[config.mk]
export PLATFORM = sky130hd
export DESIGN_NAME = pi_gear_ctrl_5bit_flat
export DESIGN_NICKNAME = d
export VERILOG_FILES = /design/src/rtl/pi_gear_ctrl_5bit_pkg.sv /design/src/rtl/pi_gear_ctrl_5bit_if.sv /design/src/rtl/pi_gear_ctrl_5bit_sat_run_counter.sv /design/src/rtl/pi_gear_ctrl_5bit.sv /design/src/flat_wrapper.sv
export SDC_FILE = /design/constraint.sdc
export NUM_CORES = 1
export LEC_CHECK = 0
export CAP_MARGIN = 0
export CORE_AREA = 2 2 54 56
export CTS_CLUSTER_DIAMETER = 50
export DETAILED_ROUTE_END_ITERATION = 6
export DIE_AREA = 0 0 56 58
export GPL_ROUTABILITY_DRIVEN = 0
export GPL_TIMING_DRIVEN = 0
export PLACE_DENSITY_LB_ADDON = 0.3
export SLEW_MARGIN = 10
export SYNTH_ARGS = -nofsm -noshare
export SYNTH_HDL_FRONTEND = slang
export SYNTH_SLANG_ARGS = --single-unit
[constraint.sdc]
create_clock -name clk -period 2.06 [get_ports clk]
set_clock_uncertainty 0.05 [all_clocks]
set_input_delay 0.412 -clock clk [delete_from_list [all_inputs] [get_ports clk]]
set_output_delay 0.412 -clock clk [all_outputs]
set_load 0.01 [all_outputs]
[src/rtl/pi_gear_ctrl_5bit_pkg.sv]
// Shared types for the PI loop-filter gear-shift controller.
// States, sample classes and the saturating shift helper.
package pi_gear_ctrl_5bit_pkg;

   typedef enum logic [1:0] {
      ST_IDLE   = 2'd0,
      ST_TRACK  = 2'd1,
      ST_LOCKED = 2'd2
   } state_e;

   typedef enum logic [1:0] {
      CLS_IN   = 2'd0,
      CLS_OUT  = 2'd1,
      CLS_BAND = 2'd2
   } cls_e;

   localparam int CNT_W = 5;

   function automatic logic [4:0] sat_shift(
      input logic [4:0] base,
      input logic [1:0] g
   );
      logic [5:0] s;
      s = {1'b0, base} + {4'b0000, g};
      return (s > 6'd31) ? 5'd31 : s[4:0];
   endfunction

   function automatic cls_e classify(
      input logic [4:0] e,
      input logic [4:0] lo,
      input logic [4:0] hi
   );
      if (e <= lo)
         return CLS_IN;
      else if (e > hi)
         return CLS_OUT;
      else
         return CLS_BAND;
   endfunction

endpackage

[src/rtl/pi_gear_ctrl_5bit_if.sv]
// Bundle between the gear controller and its loop (samples in,
// filter shift amounts and lock status out).
interface pi_gear_ctrl_5bit_if;
   logic       pll_en;
   logic       freeze;
   logic       err_valid;
   logic       error_sign;
   logic [4:0] error;
   logic [4:0] alpha_var;
   logic [4:0] beta_var;
   logic [1:0] gear;
   logic       locked;
   logic       gear_change;

   modport master (
      output pll_en, freeze, err_valid, error_sign, error,
      input  alpha_var, beta_var, gear, locked, gear_change
   );

   modport slave (
      input  pll_en, freeze, err_valid, error_sign, error,
      output alpha_var, beta_var, gear, locked, gear_change
   );
endinterface

[src/rtl/pi_gear_ctrl_5bit_sat_run_counter.sv]
// Saturating run-length counter of consecutive qualifying events.
// hit flags that one more inc would reach the target.
module sat_run_counter
   import pi_gear_ctrl_5bit_pkg::*;
(
   input  logic             clk,
   input  logic             reset,
   input  logic             inc,
   input  logic             clr,
   input  logic [CNT_W-1:0] target,
   output logic [CNT_W-1:0] cnt,
   output logic             hit
);

   always_ff @(posedge clk) begin
      if (reset)
         cnt <= '0;
      else if (clr)
         cnt <= '0;
      else if (inc && cnt != target)
         cnt <= cnt + 5'd1;
   end

   assign hit = (cnt == target - 5'd1);

endmodule

[src/rtl/pi_gear_ctrl_5bit.sv]
// Gain-scheduling controller: steps the PI filter shift amounts
// from acquisition to tracking gears and falls back on unlock.
module pi_gear_ctrl_5bit
   import pi_gear_ctrl_5bit_pkg::*;
#(
   parameter int NUM_GEARS  = 4,
   parameter int ALPHA0     = 1,
   parameter int BETA0      = 0,
   parameter int LOCK_THR   = 2,
   parameter int UNLOCK_THR = 8,
   parameter int LOCK_CNT   = 16,
   parameter int UNLOCK_CNT = 4
) (
   input logic clk,
   input logic reset,
   pi_gear_ctrl_5bit_if.slave bus
);

   localparam logic [4:0] A0   = ALPHA0[4:0];
   localparam logic [4:0] B0   = BETA0[4:0];
   localparam logic [4:0] LTHR = LOCK_THR[4:0];
   localparam logic [4:0] UTHR = UNLOCK_THR[4:0];
   localparam logic [4:0] LCNT = LOCK_CNT[4:0];
   localparam logic [4:0] UCNT = UNLOCK_CNT[4:0];
   localparam logic [1:0] LAST = 2'(NUM_GEARS - 1);

   state_e     state_q, state_d;
   logic [1:0] gear_q, gear_d;
   logic [4:0] alpha_q, beta_q;
   logic       locked_q, gc_q;
   logic       lk_inc, lk_clr, lk_hit;
   logic       ul_inc, ul_clr, ul_hit;
   logic [4:0] lk_cnt, ul_cnt;
   cls_e       cls;

   assign cls = classify(bus.error, LTHR, UTHR);

   sat_run_counter u_lock_cnt (
      .clk    (clk),
      .reset  (reset),
      .inc    (lk_inc),
      .clr    (lk_clr),
      .target (LCNT),
      .cnt    (lk_cnt),
      .hit    (lk_hit)
   );

   sat_run_counter u_unlock_cnt (
      .clk    (clk),
      .reset  (reset),
      .inc    (ul_inc),
      .clr    (ul_clr),
      .target (UCNT),
      .cnt    (ul_cnt),
      .hit    (ul_hit)
   );

   always_comb begin
      state_d = state_q;
      gear_d  = gear_q;
      lk_inc  = 1'b0;
      lk_clr  = 1'b0;
      ul_inc  = 1'b0;
      ul_clr  = 1'b0;
      if (!bus.pll_en) begin
         state_d = ST_IDLE;
         gear_d  = '0;
         lk_clr  = 1'b1;
         ul_clr  = 1'b1;
      end else if (bus.freeze) begin
         state_d = state_q;
      end else if (state_q == ST_IDLE) begin
         state_d = ST_TRACK;
      end else if (bus.err_valid) begin
         case (cls)
            CLS_IN: begin
               lk_inc = 1'b1;
               ul_clr = 1'b1;
               // LOCKED keeps counting in-lock runs but never advances
               if (lk_hit && state_q == ST_TRACK) begin
                  gear_d = gear_q + 2'd1;
                  lk_clr = 1'b1;
                  if (gear_d == LAST)
                     state_d = ST_LOCKED;
               end
            end
            CLS_OUT: begin
               ul_inc = 1'b1;
               lk_clr = 1'b1;
               if (ul_hit) begin
                  gear_d  = '0;
                  ul_clr  = 1'b1;
                  state_d = ST_TRACK;
               end
            end
            default: begin
               lk_clr = 1'b1;
               ul_clr = 1'b1;
            end
         endcase
      end
   end

   always_ff @(posedge clk) begin
      if (reset) begin
         state_q  <= ST_IDLE;
         gear_q   <= '0;
         alpha_q  <= A0;
         beta_q   <= B0;
         locked_q <= 1'b0;
         gc_q     <= 1'b0;
      end else begin
         state_q  <= state_d;
         gear_q   <= gear_d;
         alpha_q  <= sat_shift(A0, gear_d);
         beta_q   <= sat_shift(B0, gear_d);
         locked_q <= (state_d == ST_LOCKED);
         gc_q     <= (gear_d != gear_q);
      end
   end

   assign bus.alpha_var   = alpha_q;
   assign bus.beta_var    = beta_q;
   assign bus.gear        = gear_q;
   assign bus.locked      = locked_q;
   assign bus.gear_change = gc_q;

endmodule
[src/flat_wrapper.sv]
// flat-port wrapper written by rule: the top's interface ports become plain ports
module pi_gear_ctrl_5bit_flat import pi_gear_ctrl_5bit_pkg::*;
#(
   parameter int NUM_GEARS  = 4,
   parameter int ALPHA0     = 1,
   parameter int BETA0      = 0,
   parameter int LOCK_THR   = 2,
   parameter int UNLOCK_THR = 8,
   parameter int LOCK_CNT   = 16,
   parameter int UNLOCK_CNT = 4
)
  (clk, reset, bus_pll_en, bus_freeze, bus_err_valid, bus_error_sign, bus_error, bus_alpha_var, bus_beta_var, bus_gear, bus_locked, bus_gear_change);
  pi_gear_ctrl_5bit_if bus_i ();
  input logic clk;
  input logic reset;
  input wire logic [$bits(bus_i.pll_en)-1:0] bus_pll_en;
  input wire logic [$bits(bus_i.freeze)-1:0] bus_freeze;
  input wire logic [$bits(bus_i.err_valid)-1:0] bus_err_valid;
  input wire logic [$bits(bus_i.error_sign)-1:0] bus_error_sign;
  input wire logic [$bits(bus_i.error)-1:0] bus_error;
  output wire logic [$bits(bus_i.alpha_var)-1:0] bus_alpha_var;
  output wire logic [$bits(bus_i.beta_var)-1:0] bus_beta_var;
  output wire logic [$bits(bus_i.gear)-1:0] bus_gear;
  output wire logic [$bits(bus_i.locked)-1:0] bus_locked;
  output wire logic [$bits(bus_i.gear_change)-1:0] bus_gear_change;
  assign bus_i.pll_en = bus_pll_en;
  assign bus_i.freeze = bus_freeze;
  assign bus_i.err_valid = bus_err_valid;
  assign bus_i.error_sign = bus_error_sign;
  assign bus_i.error = bus_error;
  assign bus_alpha_var = bus_i.alpha_var;
  assign bus_beta_var = bus_i.beta_var;
  assign bus_gear = bus_i.gear;
  assign bus_locked = bus_i.locked;
  assign bus_gear_change = bus_i.gear_change;
  pi_gear_ctrl_5bit #(.NUM_GEARS(NUM_GEARS), .ALPHA0(ALPHA0), .BETA0(BETA0), .LOCK_THR(LOCK_THR), .UNLOCK_THR(UNLOCK_THR), .LOCK_CNT(LOCK_CNT), .UNLOCK_CNT(UNLOCK_CNT)) u_core (.clk(clk), .reset(reset), .bus(bus_i));
endmodule
==> impl_metrics.csv <==
group,metric,value,unit
worst_setup_path,r2r_slack,10,ps
clock_network,cts_tree,"done",
detailed_routing,wirelength,2.66,mm
worst_setup_path,path_class,"reg -> reg",
placed_design,dpl.hpwl,1.82,mm
detailed_routing,wire_per_inst,13.4,um
clock_network,htree_levels,1,
final_layout,antennaDiodeCount,0,
sta,finalSetupViolCount,0,
detailed_routing,via_per_inst,5.61,
placed_design,placed_area,1380,um^2
synthesis,synthTopCellsByArea,"dfxtp_1 33%, ha_1 7.6%, a21oi_1 4.8%, buf_4 4.6%, nor2_1 3.6%",
synthesis,ys_seq_elements,19,
sta,whs,466,ps
global_routing,grt_max_degree,12,
floorplan,io_pins,25,
clock_network,clk_pin_slew_worst_paths,120,ps
floorplan,fp.dieH,58,um
detailed_routing,drtAntennaViolNets,0,
final_layout,final_layout_size_suffix_gt1_frac,0.232,
global_routing,first_global_vias,1005,
synthesis,ys_warn_count,0,
clock_network,clk_latency,290,ps
placed_design,numPortBuffers,17,
power_and_ir_drop,power_density,414,nW/um^2
final_layout,final_nets,187,
synthesis,synth.avg_cell_area,8.64,um^2
worst_setup_path,crit_chain,"ha_4 > and3_4 > ha_4 > nand3b_1 > buf_4 > nor4_2 > a22o_1 > ha_4 > nor2b_1",
final_layout,finalInstanceArea,1540,um^2
sta,final.period_utilization,0.993,
final_layout,area_delta_synth_final,34.0,%
sta,min_period,2050,ps
detailed_routing,drtPass1Iterations,6,
synthesis,yosysTopAreaCell,"dfxtp_1",
floorplan,row_count,19,
synthesis,synth_top_cell_area_share,0.331,
synthesis,syn-cell-area,1150,um^2
worst_setup_path,crit_buf_inv,1,
worst_setup_path,startpoint_type,"flip-flop",
clock_network,cts_made_buffers,3,
power_and_ir_drop,p_leak,0.000559,uW
worst_setup_path,max_stage_delay,380,ps
synthesis,async_flop_share,0,
global_routing,antenna_found_initial,0,
outcome,outcome,"complete, no violations",
flow_run,max_cap_viol_count,0,
clock_network,clk_path_buf_depth,2,
detailed_routing,drc,0,
worst_setup_path,arrival,2180,ps
final_layout,fillCellCount,252,
worst_setup_path,crit_path_frequent_cell,"ha_4",
worst_setup_path,worstPathMaxFanout,3,
final_layout,final_cell_mix,"17 x buf_4, 17 x dfxtp_1, 12 x clkdlybuf4s50_1, 11 x nor2_1, 10 x a21oi_1",
worst_setup_path,slowest_stage,"dfxtp_2",
sta,maxSlewViolCount,0,
detailed_routing,vias,1116,
synthesis,ys.flop_type,"dfxtp_1",
power_and_ir_drop,ir_worst_vdd,0.327,mV
synthesis,synth_edf_count,0,
clock_network,cts_root_buffer,"clkbuf_4",
sta,achievable-frequency,489,MHz
worst_setup_path,worstPathRequired,2190,ps
detailed_routing,drtIter0Drc,13,
synthesis,syn_inst,133,
sta,finalHoldViolations,0,
global_routing,grt_first_pass_wirelength,4.31,mm
worst_setup_path,critPathTopFamily,"simple AND/OR/NAND/NOR gates",
synthesis,ys_seq_area_frac,0.331,
worst_hold_path,min_path_type,"reg -> reg",
floorplan,fp.dieArea,3250,um^2
worst_setup_path,end_kind,"flip-flop",
floorplan,die_x,56,um
synthesis,synth_cell_types,42,
global_routing,grt-ovfl-total,0,
floorplan,coreArea,2660,um^2
clock_network,clkSinkCount,19,
sta,rsz0062_at_grt,"true",
floorplan,start_util,0.431,
global_routing,grt.total_usage,0.164,
-- repair_timing --
action / 4_1_cts / 5_1_grt
setup buffers: 7 / 3
pin swaps: 6 / 2
hold buffers: 0 / 0
resized for setup: 13 / 5
setup endpoints to repair: 4 / 5
-- final timing paths --
path / from / to / cells after the start
max: u_core.u_lock_cnt.cnt[1] / u_core.bus.alpha_var[1] / 9
min: u_core.u_lock_cnt.cnt[3] / u_core.u_lock_cnt.cnt[3] / 2
max reg2reg: u_core.u_lock_cnt.cnt[1] / u_core.bus.alpha_var[1] / 9
min reg2reg: u_core.u_lock_cnt.cnt[3] / u_core.u_lock_cnt.cnt[3] / 2
-- metrics by stage --
step	setup slack [ps]	power [uW]	util	instances	TNS (ps)
floorplan	19.1	420	-	137	0
global placement	-628	450	0.518	185	-3300
detailed placement	-645	452	0.518	185	-3980
CTS	-68.2	642	0.560	196	-68.2
global route	-76.1	669	0.578	199	-93.7
finish	14.5	637	0.578	199	0
-- layer usage --
layer | up-vias | wire length, um | global-route usage
li1 | 564 | - | -
met1 | 517 | 1220 | 0.198
met2 | 27 | 1280 | 0.294
met3 | 8 | 87 | 0.0424
met4 | 0 | 74 | 0.0408
met5 | - | 0 | 0
-- final cells by class --
type | instances | area (um^2) | area share
plain buffers | 8 | 57.6 | 0.0374
well taps | 31 | 38.8 | 0.0252
repair buffers | 27 | 239 | 0.155
clock buffers | 3 | 22.5 | 0.0146
multi-input cells | 101 | 759 | 0.493
inverters | 9 | 33.8 | 0.0220
flip-flops and latches | 19 | 383 | 0.249
clock inverters | 1 | 5.00 | 0.00325
-- logic make-up after synthesis --
group,count (synthesis),share of synthesized area
and+or+nand+nor,51,0.270
adders and majority gates,7,0.0762
buffers and inverters,17,0.0795
other,1,0.00326
AOI/OAI and AO/OA,38,0.240
DFF,19,0.331
-- flip-flops by register name (all words and copies together) (netlist names) --
register                 cells
u_core.u_lock_cnt.cnt        5
u_core.bus.gear_change       1
u_core.bus.alpha_var         3
u_core.u_unlock_cnt.cnt      5
u_core.state_q               2
u_core.bus.locked            1
u_core.bus.beta_var          2
-- Yosys cell counts (2+ instances only) --
master / instances
buf_4: 7
a21oi_1: 11
nor4_1: 3
o21a_1: 3
nor2b_1: 3
nand4_1: 2
ha_1: 7
nand2_1: 3
o31ai_1: 3
a31oi_1: 2
nand3_1: 8
nor2_1: 11
o21ai_0: 6
o41ai_1: 2
or4_1: 5
dfxtp_1: 19
inv_1: 9
and3_1: 3
nor3_1: 3
-- where the power goes --
group / leakage (uW) / switching [uW] / internal [uW]
Combinational: 0.000387 / 45.8 / 32.8
Sequential: 0.000154 / 1.40 / 368
Clock: 0.0000177 / 117 / 72.1
-- worst register-to-register path, cell delays in order, from the launching register on --
cell and delay, ps:
dfxtp_2 380, ha_4 140, and3_4 190, ha_4 140, nand3b_1 120, buf_4 170, nor4_2 210, a22o_1 230
ha_4 210, nor2b_1 120
No activity file was read; power rests on OpenSTA's default activity.
